--- src/rtl/bist_march_ctrl.sv ---
// bist_march_ctrl
// March C- built-in self-test sequencer for a single-port synchronous memory.
// A start pulse runs six march elements over every address:
//   M0 up(w0), M1 up(r0,w1), M2 up(r1,w0), M3 down(r0,w1), M4 down(r1,w0), M5 up(r0)
// Each read is checked against the expected background. The first mismatch
// raises a sticky fail flag and latches its address and element number.
//
// Parameters:
//   width    memory word width
//   a_width  memory address width (depth = 2**a_width)
//
// Ports:
//   clk           system clock, rising edge
//   rst           asynchronous reset, active low
//   start         one-cycle pulse, starts a test when idle
//   mem_address   address to memory
//   mem_write     memory write strobe
//   mem_read      memory read strobe
//   mem_data_in   write data to memory
//   mem_data_out  read data from memory, valid the cycle after mem_read
//   busy          test in progress
//   done          test finished, held until the next accepted start
//   fail          sticky mismatch flag
//   fail_address  address of the first mismatch
//   fail_element  march element (0..5) of the first mismatch
//
// Optional build macro:
//   BIST_STOP_ON_FAIL_EN  when defined, the first mismatch ends the test
//                         immediately; otherwise the full march always runs.

module bist_march_ctrl #(
  parameter int width   = 2,
  parameter int a_width = 4
) (
  input  logic               clk,
  input  logic               rst,
  input  logic               start,
  output logic [a_width-1:0] mem_address,
  output logic               mem_write,
  output logic               mem_read,
  output logic [width-1:0]   mem_data_in,
  input  logic [width-1:0]   mem_data_out,
  output logic               busy,
  output logic               done,
  output logic               fail,
  output logic [a_width-1:0] fail_address,
  output logic [2:0]         fail_element
);

`ifdef BIST_STOP_ON_FAIL_EN
  localparam bit stop_on_fail = 1'b1;
`else
  localparam bit stop_on_fail = 1'b0;
`endif

  localparam logic [a_width-1:0] addr_max = '1;
  localparam logic [2:0]         last_elem = 3'd5;

  typedef enum logic [2:0] {
    IDLE = 3'd0,
    RD   = 3'd1,
    CMP  = 3'd2,
    WR   = 3'd3,
    DONE = 3'd4
  } state_t;

  state_t             state_reg, state_next;
  logic [2:0]         elem_reg, elem_next;
  logic [a_width-1:0] addr_reg, addr_next;

  logic               mem_read_reg, mem_write_reg;
  logic [width-1:0]   mem_data_in_reg;
  logic               busy_reg, done_reg, fail_reg;
  logic [a_width-1:0] fail_address_reg;
  logic [2:0]         fail_element_reg;

  logic               elem_down;
  logic               next_elem_down;
  logic               last_addr;
  logic [a_width-1:0] step_addr;
  logic [width-1:0]   expect_val;
  logic               mismatch;
  logic               start_accept;

  // M3 and M4 walk the array downwards; all other elements walk upwards.
  function automatic logic is_down(input logic [2:0] e);
    return (e == 3'd3) || (e == 3'd4);
  endfunction

  // Write value of each element: M1 and M3 write ones, M0/M2/M4 write zeros.
  function automatic logic [width-1:0] write_val(input logic [2:0] e);
    return ((e == 3'd1) || (e == 3'd3)) ? {width{1'b1}} : {width{1'b0}};
  endfunction

  assign elem_down      = is_down(elem_reg);
  assign next_elem_down = is_down(elem_reg + 3'd1);
  assign last_addr      = elem_down ? (addr_reg == '0) : (addr_reg == addr_max);
  assign step_addr      = elem_down ? (addr_reg - 1'b1) : (addr_reg + 1'b1);
  // M2 and M4 read back ones; M1, M3 and M5 read back zeros.
  assign expect_val     = ((elem_reg == 3'd2) || (elem_reg == 3'd4)) ?
                          {width{1'b1}} : {width{1'b0}};
  assign mismatch       = (state_reg == CMP) && (mem_data_out != expect_val);
  // A start arriving in DONE is dropped; only IDLE accepts it.
  assign start_accept   = (state_reg == IDLE) && start;

  always_comb begin
    state_next = state_reg;
    elem_next  = elem_reg;
    addr_next  = addr_reg;
    unique case (state_reg)
      IDLE: begin
        if (start) begin
          state_next = WR;
          elem_next  = 3'd0;
          addr_next  = '0;
        end
      end
      RD: begin
        state_next = CMP;
      end
      CMP: begin
        if (stop_on_fail && mismatch) begin
          state_next = DONE;
        end else if (elem_reg != last_elem) begin
          state_next = WR;
        end else if (last_addr) begin
          state_next = DONE;
        end else begin
          addr_next  = step_addr;
          state_next = RD;
        end
      end
      WR: begin
        if (!last_addr) begin
          addr_next  = step_addr;
          state_next = (elem_reg == 3'd0) ? WR : RD;
        end else begin
          // Every element after M0 starts with a read, so the element
          // boundary never costs an extra cycle.
          elem_next  = elem_reg + 3'd1;
          addr_next  = next_elem_down ? addr_max : '0;
          state_next = RD;
        end
      end
      DONE: begin
        state_next = IDLE;
      end
      default: begin
        state_next = IDLE;
      end
    endcase
  end

  always_ff @(posedge clk or negedge rst) begin
    if (!rst) begin
      state_reg <= IDLE;
      elem_reg  <= 3'd0;
      addr_reg  <= '0;
    end else begin
      state_reg <= state_next;
      elem_reg  <= elem_next;
      addr_reg  <= addr_next;
    end
  end

  // Outputs are decoded from the next state and registered, so each strobe
  // lines up with the state it belongs to and never glitches.
  always_ff @(posedge clk or negedge rst) begin
    if (!rst) begin
      mem_read_reg    <= 1'b0;
      mem_write_reg   <= 1'b0;
      mem_data_in_reg <= '0;
      busy_reg        <= 1'b0;
      done_reg        <= 1'b0;
    end else begin
      mem_read_reg    <= (state_next == RD);
      mem_write_reg   <= (state_next == WR);
      mem_data_in_reg <= (state_next == WR) ? write_val(elem_next) : '0;
      busy_reg        <= (state_next == RD) || (state_next == CMP) ||
                         (state_next == WR);
      if (start_accept) begin
        done_reg <= 1'b0;
      end else if (state_next == DONE) begin
        done_reg <= 1'b1;
      end
    end
  end

  always_ff @(posedge clk or negedge rst) begin
    if (!rst) begin
      fail_reg         <= 1'b0;
      fail_address_reg <= '0;
      fail_element_reg <= 3'd0;
    end else if (start_accept) begin
      fail_reg         <= 1'b0;
      fail_address_reg <= '0;
      fail_element_reg <= 3'd0;
    end else if (mismatch && !fail_reg) begin
      fail_reg         <= 1'b1;
      fail_address_reg <= addr_reg;
      fail_element_reg <= elem_reg;
    end
  end

  assign mem_address  = addr_reg;
  assign mem_read     = mem_read_reg;
  assign mem_write    = mem_write_reg;
  assign mem_data_in  = mem_data_in_reg;
  assign busy         = busy_reg;
  assign done         = done_reg;
  assign fail         = fail_reg;
  assign fail_address = fail_address_reg;
  assign fail_element = fail_element_reg;

endmodule

--- config.mk ---
export PLATFORM = sky130hd
export DESIGN_NAME = bist_march_ctrl
export DESIGN_NICKNAME = d
export VERILOG_FILES = /design/src/rtl/bist_march_ctrl.sv
export SDC_FILE = /design/constraint.sdc
export NUM_CORES = 1
export LEC_CHECK = 0
export CAP_MARGIN = 40
export CORE_MARGIN = 4
export CORE_UTILIZATION = 55
export DETAILED_ROUTE_END_ITERATION = 16
export DONT_BUFFER_PORTS = 1
export GPL_TIMING_DRIVEN = 0
export PLACE_DENSITY = 0.73
export SYNTH_ARGS = -nofsm -noshare
export SYNTH_HDL_FRONTEND = slang
export SYNTH_SLANG_ARGS = --single-unit
--- constraint.sdc ---
create_clock -name clk -period 2.2 [get_ports clk]
set_input_delay 0.55 -clock clk [delete_from_list [all_inputs] [get_ports clk]]
set_output_delay 0.55 -clock clk [all_outputs]
set_load 0.01 [all_outputs]
# ---- After elaboration in Yosys (flattened, before gate mapping)
# Cells that the tools add are included.
dict set report classes {
  addsub 3
  eq_ne 20
  muxes 28
  n_reduce_logical 17
}
# cell n
set op_table {}
lappend op_table {{4-bit two-way mux} 8}
lappend op_table {{3-bit by 2-bit equality test with 1-bit output (second input constant)} 8}
lappend op_table {{3-bit two-way mux} 7}
lappend op_table {{3-bit case mux with 4 select lines} 1}
lappend op_table {{4-bit case mux with 3 select lines} 1}
lappend op_table {{2-bit two-way mux} 5}
lappend op_table {{3-bit by 1-bit equality test with 1-bit output (second input constant)} 3}
lappend op_table {{3-bit equality test (second input constant)} 3}
lappend op_table {{3-bit logical NOT} 2}
lappend op_table {{1-bit logical OR} 6}
lappend op_table {{2-bit != test (second input constant)} 3}
lappend op_table {{3-bit case mux with 2 select lines} 1}
lappend op_table {{1-bit two-way mux} 5}
lappend op_table {{4-bit by 1-bit adder with 4-bit output (second input constant)} 1}
lappend op_table {{4-bit equality test (second input constant)} 1}
lappend op_table {{4-bit logical NOT} 1}
lappend op_table {{4-bit AND reduction} 1}
lappend op_table {{2-bit nonzero test} 2}
lappend op_table {{4-bit by 1-bit subtractor with 4-bit output (second input constant)} 1}
lappend op_table {{3-bit by 1-bit adder with 3-bit output (second input constant)} 1}
lappend op_table {{1-bit logical AND} 3}
lappend op_table {{3-bit != test (second input constant)} 1}
lappend op_table {{3-bit nonzero test} 1}
lappend op_table {{2-bit != test} 1}
lappend op_table {{1-bit logical NOT} 1}
dict set report word_totals {
  ff_bits 24
  output_inout_bits 18
}

# ---- Longest topological paths before layout
# Gate-level depths: netlist (run 1).
dict set report logic_depth {
  ltp_word 9
  mapped_depth 10
  mapped_depth_nobuf 10
}

# ---- Least setup slack after synthesis (run 1)
# Ideal clock, no wire load.
dict set report synth_path {
  path_type {register to register}
  start {register elem_reg[0]}
  end {register addr_reg[3] (netlist: mem_address[3])}
  arrival_time_ns 2.091
  slack_ns -0.012
  path_stages_with_launch 11
  synth_period_minus_slack_ns 2.212
  cell_sequence {dfrtp_1 inv_1 ha_1 mux2i_4 inv_1 ha_1 a21o_1 a21oi_1 xnor2_1 a31oi_1 o22a_1}
}
dict set report synth_via {
  elab_chain_cells 6
  elab_cells_between_ends 18
  cone_classes {1 x add/sub; 7 x eq/ne; 7 x mux; 3 x reduce/logical}
}
# element line
set synth_lines {}
lappend synth_lines {{from (decl)} 68} ;# logic [2:0] elem_reg, elem_next;
lappend synth_lines {{from (signal assigned)} 161} ;# elem_reg <= elem_next;
lappend synth_lines {{3-bit by 1-bit adder with 3-bit output, or another cell as far along} 96} ;# assign next_elem_down = is_down(elem_reg + 3'd1);
lappend synth_lines {{3-bit by 2-bit equality test with 1-bit output, or another cell as far along} 87} ;# return (e == 3'd3) || (e == 3'd4);
lappend synth_lines {{1-bit logical OR or 4-bit two-way mux (tied branches)} {87, 98}}
lappend synth_lines {{4-bit two-way mux (on tied branches)} {141, 126}}
lappend synth_lines {{4-bit two-way mux (on tied branches)} {134, 124}}
lappend synth_lines {{4-bit case mux with 3 select lines} 110} ;# unique case (state_reg)
lappend synth_lines {{to (signal assigned)} 162} ;# addr_reg <= addr_next;
lappend synth_lines {{to (decl)} 69} ;# logic [a_width-1:0] addr_reg, addr_next;
# Several ways; a longest one is shown, not always the timed one. The select of a mux whose other input is x is not followed.
# A chain may end at the register's enable or synchronous reset.

# ---- Worst setup path in the final report (run 1)
# Same ends and word-level chain as after synthesis.

==> flow_summary.yaml, run 1 <==
route:
  first_iter_violations: 35
  via_per_inst: 5.780
  drcViolationCount: 0
  wl_per_cell_um: 16.20
  finalWirelength_um: 2722
  dr.pass1.iters: 4
  ant_nets: 0
  num_vias: 971
job:
  drv_cap: 0
clocking:
  insertion_delay_ns: 0.32
  cts_sinks: 23
  cts_buffers: 3
  cts_tree: "built"
  htreeDepth: 1
  cts_max_path_buffers: 2
  clkTransAtPathRegs_ns: 0.13
  cts_root_buffer: "clkbuf_4"
worst_setup_path:
  startpoint_type: "flip-flop"
  setup.worst_path.class: "flip-flop to flip-flop"
  required_ns: 2.42
  crit_chain: "inv_2, ha_4, mux2i_4, inv_2, ha_1, a21o_1, a21oi_2, xnor2_1, a31oi_1, o22a_1"
  cp_common_cell: "inv_2"
  end_kind: "flip-flop"
  worstReg2RegStart: "elem_reg[0]"
  rr_worst_depth: 10
  critPathMaxStageDelay_ns: 0.41
  critPathTopFamily: "compound AO/OA/AOI/OAI gates"
  crit_fanout: 4
  worstPathArrival_ns: 2.31
  cp.buffers_inverters: 2
  r2r_end: "mem_address[3]"
  r2r_slack_ns: 0.11
  cp_slowest_cell: "dfrtp_1"
pwr:
  power_leakage_uw: 0.0006880
  ir_drop_v: 0.0007211
  switching_share_pct: 44.24
  combPwrFrac_pct: 54.6
  power_frac_seq_pct: 36.4
  p_int_uw: 1209
  p_clk_share_pct: 9.1
  power.density_mw_per_mm2: 1439
  switchingPower_uw: 959.3
final_layout:
  area_growth_pct: 12.95
  fin_util_pct: 66.81
  layout.nets: 155
  final_cell_mix: "dfrtp_1 (22), inv_1 (10), o21ai_0 (10), nand3_1 (8), buf_4 (8)"
  post_route_cells_drive_above_1_share_pct: 21.43
  antenna_cells: 0
  final_common_cell: "dfrtp_1"
place:
  gp_congestion: 0.8365
  pre_cts_slack_ns: -0.1481
  port_buffers: 0
  hpwlAfterDp_um: 1958
sta:
  hold_viol: 0
  slew_violations: 0
  finClkSkew_ns: 0.01273
  max_freq_ghz: 0.4784
  fin_crit_sh_pct: 95.02
  tns_ns: 0
  period_needed_ns: 2.090
  relSlewSlack_pct: 61.16
  final-setup-viol-count: 0
  tightest_slew_ns: 0.5712
  fin_ws_ns: 0.1096
yosys:
  synth_edf_count: 0
  syn_area_mm2: 0.001334
  yosysUniqueCellTypes: 46
  yosys_warnings: 0
  seq_area_frac_synth_pct: 43.15
  syn_inst: 127
  synth-main-ff-cell: "dfrtp_1"
  syn-num-nets: 141
  syn_area_per_cell_um2: 10.50
  synthArstFlopShare_pct: 100.0
  synth_seq_cells: 23
min_path:
  hp-class: "input port to flip-flop"
  min-delay-start: "start"
  holdPathStages: 3
  holdPathEnd: "state_reg[0]"
die:
  die_area_mm2: 0.003277
  die_x_um: 57.25
  ioPinCount: 23
  die_h_um: 57.25
  fp-row-count: 17
  core_mm2: 0.002255
  initial_utilization_pct: 59.16
global_route:
  grt_pass1_wl_um: 4450
  grt_pass1_vias: 971
  grt_max_degree: 24
  grt_overflow: 0
  antenna_found_initial: 0
  grtUsageTotal_pct: 17.67
outcome:
  status: "finished, final reports clean"
[cell usage after synthesis (all sizes together) (2+ instances only)]
cell type	n	area share [%]
o31ai	2	1.1
nor2b	2	1.5
a211oi	2	1.1
o21ai	10	3.8
nand3	8	3.0
nand2b	3	1.4
nor3	2	0.75
mux2i	6	5.7
a21o	3	1.7
a21oi	4	1.5
xnor2	2	1.3
inv	13	3.7
buf	2	1.4
nor4	2	1.4
nor2	3	0.84
dfrtp	23	43
ha	8	7.5
nand2	7	2.0
clkbuf	3	0.84
[per-stage QoR]
stage	instance area, um^2	std cells	total power [uW]	hold slack [ns]
floorplan	1336	127	1594	0.2544
global placement	1371	155	1759	0.2550
detailed placement	1371	155	1808	0.2551
CTS	1446	163	2090	0.5286
global route	1506	168	2362	0.5319
finish	1506	168	2168	0.5377
[layer usage]
layer / part of all wire [%] / track usage, %
met4: 2.1 / 8.609
met5: 0 / 0
met3: 5.0 / 3.394
met1: 44 / 22.56
met2: 48 / 28.71
[tightest hold or removal path, cell delays in order]
cell      delay (ns)
nand2b_1        0.05
a21oi_1         0.06
o41a_1          0.14
[power by group through the flow]
stage | sequential [uW] | clock [uW] | combinational [uW]
finish | 789 | 196 | 1180
global route | 815 | 222 | 1330
CTS | 778 | 200 | 1110
detailed placement | 797 | 0 | 1010
global placement | 788 | 0 | 971
floorplan | 750 | 0 | 843
[worst max path at each step]
stage                     start  cells after the start        endpoint
floorplan           elem_reg[0]                     10  mem_address[3]
global placement    elem_reg[0]                     10  mem_address[3]
detailed placement  elem_reg[0]                     10  mem_address[3]
CTS                 elem_reg[0]                     10  mem_address[3]
global route        elem_reg[0]                     10  mem_address[3]
finish              elem_reg[0]                     10  mem_address[3]
[final cells by class]
| type | count | area (um^2) |
|---|---|---|
| Fill cell | 184 | 748.2 |
| Buffer | 5 | 30.03 |
| Clock buffer | 4 | 26.28 |
| Sequential cell | 23 | 576.8 |
| Timing Repair Buffer | 9 | 77.57 |
| Tap cell | 28 | 35.03 |
| Inverter | 13 | 48.80 |
| Multi-Input combinational cell | 86 | 711.9 |
[cells by family after synthesis]
group	after synthesis	share of synthesized area (%)
AND/OR/NAND/NOR	35	15.57
AO/OA/AOI/OAI	32	17.82
flip-flops	23	43.15
buffers and inverters	18	5.910
adder cells (fa/ha/maj)	9	9.006
multiplexers	7	6.566
XOR/XNOR	3	1.970
[what timing repair did]
| action | 4_1_cts | 5_1_grt |
|---|---|---|
| buffers inserted | 3 | 4 |
| pin swaps | 0 | 2 |
| hold buffers | 1 | 0 |
| gates resized for setup | 4 | 5 |
| endpoints found under the setup margin | 4 | 6 |
| hold endpoints to repair | 23 | 0 |
(Power assumes the default switching activity.)
==> run 2: changes to the inputs <==
CORE_MARGIN = 1   (was 4)
==> run 2 against run 1 <==
Against the previous run: sequential share of layout area down 0.095 points; clock-buffer cell count is the same; flip-flop and latch count did not move; sequential power is 2% lower; hold slack worse by 0.0014 ns; critical path depth is the same; wire length up 1.9%; critical path type unchanged; die area is 20% lower; power is 0.42% higher; core utilization up 0.17 points; via count up 1.9%; final cell count down 0.60%.
==> flow_summary.yaml, run 2 (synthesized netlist as in run 1, its figures left out) <==
global_route:
  grt_pass1_wl_um: 4395
  grt_max_degree: 24
  grt_overflow: 0
  grtUsageTotal_pct: 23.10
  grt_pass1_vias: 963
  antenna_found_initial: 0
sta:
  tightest_slew_ns: 0.5985
  hold_ws_ns: 0.5363
  fin_crit_sh_pct: 97.60
  final-setup-viol-count: 0
  relSlewSlack_pct: 59.31
  period_needed_ns: 2.147
  rsz0062_at_grt: "yes"
  max_freq_ghz: 0.4657
  slew_violations: 0
  finClkSkew_ns: 0.002789
  hold_viol: 0
place:
  port_buffers: 0
  gp_congestion: 0.8484
  hpwlAfterDp_um: 1926
final_layout:
  final_common_cell: "dfrtp_1"
  fin_util_pct: 66.98
  area_growth_pct: 13.23
  layout.nets: 154
  antenna_cells: 0
  post_route_cells_drive_above_1_share_pct: 21.58
  final_cell_mix: "dfrtp_1 (22), inv_1 (10), o21ai_0 (10), nand3_1 (8)"
min_path:
  hp-class: "input port to flip-flop"
route:
  finalWirelength_um: 2775
  dr.pass1.iters: 4
  ant_nets: 0
  via_per_inst: 5.922
  num_vias: 989
  first_iter_violations: 18
  drcViolationCount: 0
  wl_per_cell_um: 16.62
die:
  die_h_um: 51.25
  die_area_mm2: 0.002626
  core_mm2: 0.002255
  initial_utilization_pct: 59.16
  fp-row-count: 17
  die_x_um: 51.25
  ioPinCount: 23
clocking:
  clkTransAtPathRegs_ns: 0.12
  cts_sinks: 23
  cts_root_buffer: "clkbuf_4"
  insertion_delay_ns: 0.32
  cts_buffers: 3
  cts_max_path_buffers: 2
  cts_tree: "built"
  htreeDepth: 1
pwr:
  fin_total_pwr_uw: 2177
  ir_drop_v: 0.0009635
  power.density_mw_per_mm2: 1442
  power_leakage_uw: 0.0006963
worst_setup_path:
  setup.worst_path.class: "flip-flop to flip-flop"
  worstPathArrival_ns: 2.37
  required_ns: 2.42
  end_kind: "flip-flop"
  startpoint_type: "flip-flop"
  crit_fanout: 4
outcome:
  status: "finished, final reports clean"
job:
  drv_cap: 0
==> run 2: cell count changes in the layout (fill, tap and decap cells not counted), sizes merged <==
cell  change
buf       -1
==> run 2: final timing paths <==
kind	start	endpoint	slack (ns)	cells after the start
setup / recovery	elem_reg[0]	mem_address[3]	0.05	10
hold / removal	start	state_reg[0]	0.54	3
setup reg to reg	elem_reg[0]	mem_address[3]	0.05	10
hold reg to reg	state_reg[2]	state_reg[1]	0.54	1
max in group asynchronous	rst	fail_element[2]	1.25	2
min in group asynchronous	rst	elem_reg[1]	0.55	1
==> run 2: per-stage QoR <==
| stage | TNS, ns | cell area [um^2] | cells | worst slack [ns] |
|---|---|---|---|---|
| CTS | 0 | 1449 | 163 | 0.007093 |
| global placement | -0.1283 | 1371 | 155 | -0.1033 |
| finish | 0 | 1510 | 167 | 0.05276 |
| detailed placement | -0.3392 | 1371 | 155 | -0.1720 |
| global route | -0.05601 | 1510 | 167 | -0.03274 |
| floorplan | 0 | 1336 | 127 | 0.03935 |
==> run 2: repair_timing <==
action	CTS	global route
pin swaps	0	1
resized for setup	6	3
endpoints found under the setup margin	4	5
hold buffers	1	0
setup buffers	3	3
hold endpoints to repair	23	0
==> run 2: critical path: stages (launching register included) <==
cell and delay, ns:
dfrtp_1 0.42, inv_2 0.09, ha_4 0.19, mux2i_4 0.20, inv_2 0.07, ha_1 0.27, a21o_1 0.19, a21oi_2 0.17
xnor2_2 0.09, o21ba_2 0.20, o22a_1 0.16
==> run 2: layout make-up <==
cell class | instances | area, um^2
buffer | 5 | 30.03
sequential | 23 | 576.8
clock buffer | 4 | 26.28
inverter | 13 | 48.80
multi-input combinational | 86 | 710.7
timing repair buffer | 8 | 82.58
fill | 194 | 744.5
tap | 28 | 35.03
==> run 2: power by group <==
group / switching, uW / internal [uW] / leakage (uW)
Sequential: 194 / 581 / 0.000296
Combinational: 653 / 552 / 0.000385
Clock: 126 / 71.0 / 0.0000150
Total: 973 / 1200 / 0.000696
==> run 2: per-layer routing <==
| metal | share of wire [%] | track usage (%) | routed length (um) |
|---|---|---|---|
| met1 | 46 | 29.23 | 1277 |
| met2 | 49 | 38.38 | 1348 |
| met3 | 3.7 | 3.869 | 104 |
| met4 | 1.6 | 10.81 | 44 |
| met5 | 0 | 0 | 0 |
==> run 3: changes to the inputs <==
SKIP_CTS_REPAIR_TIMING = 1   (was default)
==> run 3 against run 2 <==
Against the previous run: non-clock buffer count shrank 3; sequential share of layout area is 0.89 points higher; sequential power hardly changed; die area stayed put; clock-buffer cell count unchanged.
==> flow_summary.yaml, run 3 (synthesized netlist as in run 1, its figures left out) <==
sta:
  fin_ws_ns: 0.03255
  finClkSkew_ns: 0.001737
  slew_violations: 0
  tightest_slew_ns: 0.5851
  max_freq_ghz: 0.4614
  final-setup-viol-count: 0
  fin_crit_sh_pct: 98.52
  hold_viol: 0
  hold_ws_ns: 0.03007
  relSlewSlack_pct: 60.22
  rsz0062_at_grt: "yes"
  tns_ns: 0
  period_needed_ns: 2.167
route:
  finalWirelength_um: 2675
  drcViolationCount: 0
  ant_nets: 0
  via_per_inst: 5.945
  wl_per_cell_um: 16.31
  first_iter_violations: 20
  num_vias: 975
  dr.pass1.iters: 4
clocking:
  cts_tree: "built"
  cts_sinks: 23
  cts_root_buffer: "clkbuf_4"
  clkTransAtPathRegs_ns: 0.12
  cts_max_path_buffers: 2
  cts_buffers: 3
  htreeDepth: 1
  insertion_delay_ns: 0.31
worst_setup_path:
  cp.buffers_inverters: 2
  startpoint_type: "flip-flop"
  critPathMaxStageDelay_ns: 0.44
  worstPathArrival_ns: 2.38
  end_kind: "flip-flop"
  crit_chain: "inv_2, ha_4, mux2i_4, inv_2, ha_1, a21o_1, a21oi_2, xnor2_2, o21ba_2, o22a_1"
  cp_common_cell: "inv_2"
  critPathTopFamily: "compound AO/OA/AOI/OAI gates"
  setup.worst_path.class: "flip-flop to flip-flop"
  crit_fanout: 6
  required_ns: 2.41
  cp_slowest_cell: "dfrtp_2"
job:
  drv_cap: 0
global_route:
  grt_overflow: 0
  grtUsageTotal_pct: 22.76
  antenna_found_initial: 0
  grt_max_degree: 24
  grt_pass1_vias: 927
  grt_pass1_wl_um: 4340
final_layout:
  area_growth_pct: 10.88
  fin_area_mm2: 0.001479
  antenna_cells: 0
  fin_cells: 164
  nFillCells: 198
  post_route_cells_drive_above_1_share_pct: 20.59
  layout.nets: 151
  final_cell_mix: "dfrtp_1 (21), inv_1 (11), o21ai_0 (10), nand3_1 (8), nand2_1 (7)"
  final_common_cell: "dfrtp_1"
place:
  postPlaceCellArea_mm2: 0.001371
  gp_congestion: 0.8484
  hpwlAfterDp_um: 1926
  port_buffers: 0
  placed_cells: 155
  pre_cts_slack_ns: -0.1720
outcome:
  status: "finished, final reports clean"
pwr:
  power.density_mw_per_mm2: 1445
  ir_drop_v: 0.0009870
  power_leakage_uw: 0.0006776
die:
  die_h_um: 51.25
  initial_utilization_pct: 59.16
  die_area_mm2: 0.002626
  core_mm2: 0.002255
  ioPinCount: 23
  fp-row-count: 17
  die_x_um: 51.25
min_path:
  hp-class: "input port to asynchronous set/reset pin"
[run 3: routing by layer]
layer  global-route usage (%)  share of wire (%)  wire length (um)  up-vias
li1                         -                  -                 -      464
met1                    29.56                 44              1182      476
met2                    37.28                 49              1312       28
met3                    3.869                4.6               122        7
met4                    9.910                2.1                57        0
met5                        0                  0                 0        -
[run 3: metrics by stage]
step | utilization (%) | power [uW]
2_1_floorplan | - | 1594
3_3_place_gp | 60.82 | 1754
3_5_place_dp | 60.82 | 1809
4_1_cts | 61.99 | 2002
5_1_grt | 65.59 | 2301
6_report | 65.59 | 2137
[run 3: final timing paths]
kind / slack, ns / cells past startpoint / from / end
min in group clk: 0.54 / 3 / start / state_reg[0]
worst min register to register: 0.55 / 1 / state_reg[2] / state_reg[1]
max in group asynchronous: 2.02 / 1 / rst / elem_reg[1]
worst max register to register: 0.03 / 10 / elem_reg[0] / mem_address[3]
worst max-delay path: 0.03 / 10 / elem_reg[0] / mem_address[3]
worst min-delay path: 0.03 / 1 / rst / fail
[run 3: power by group]
group / leakage [uW] / total, uW / switching, uW / internal, uW
sequential: 0.000295 / 776 / 193 / 583
combinational: 0.000368 / 1170 / 635 / 532
clock: 0.0000150 / 194 / 123 / 70.8
[run 3: area by class of cell]
cell class / count / area, um^2 / share of cell area (%)
clock buffers: 4 / 26.28 / 1.777
inverters: 13 / 48.80 / 3.299
repair buffers: 5 / 50.05 / 3.384
plain buffers: 5 / 30.03 / 2.030
multi-input cells: 86 / 710.7 / 48.05
flip-flops and latches: 23 / 578.1 / 39.09
well taps: 28 / 35.03 / 2.369
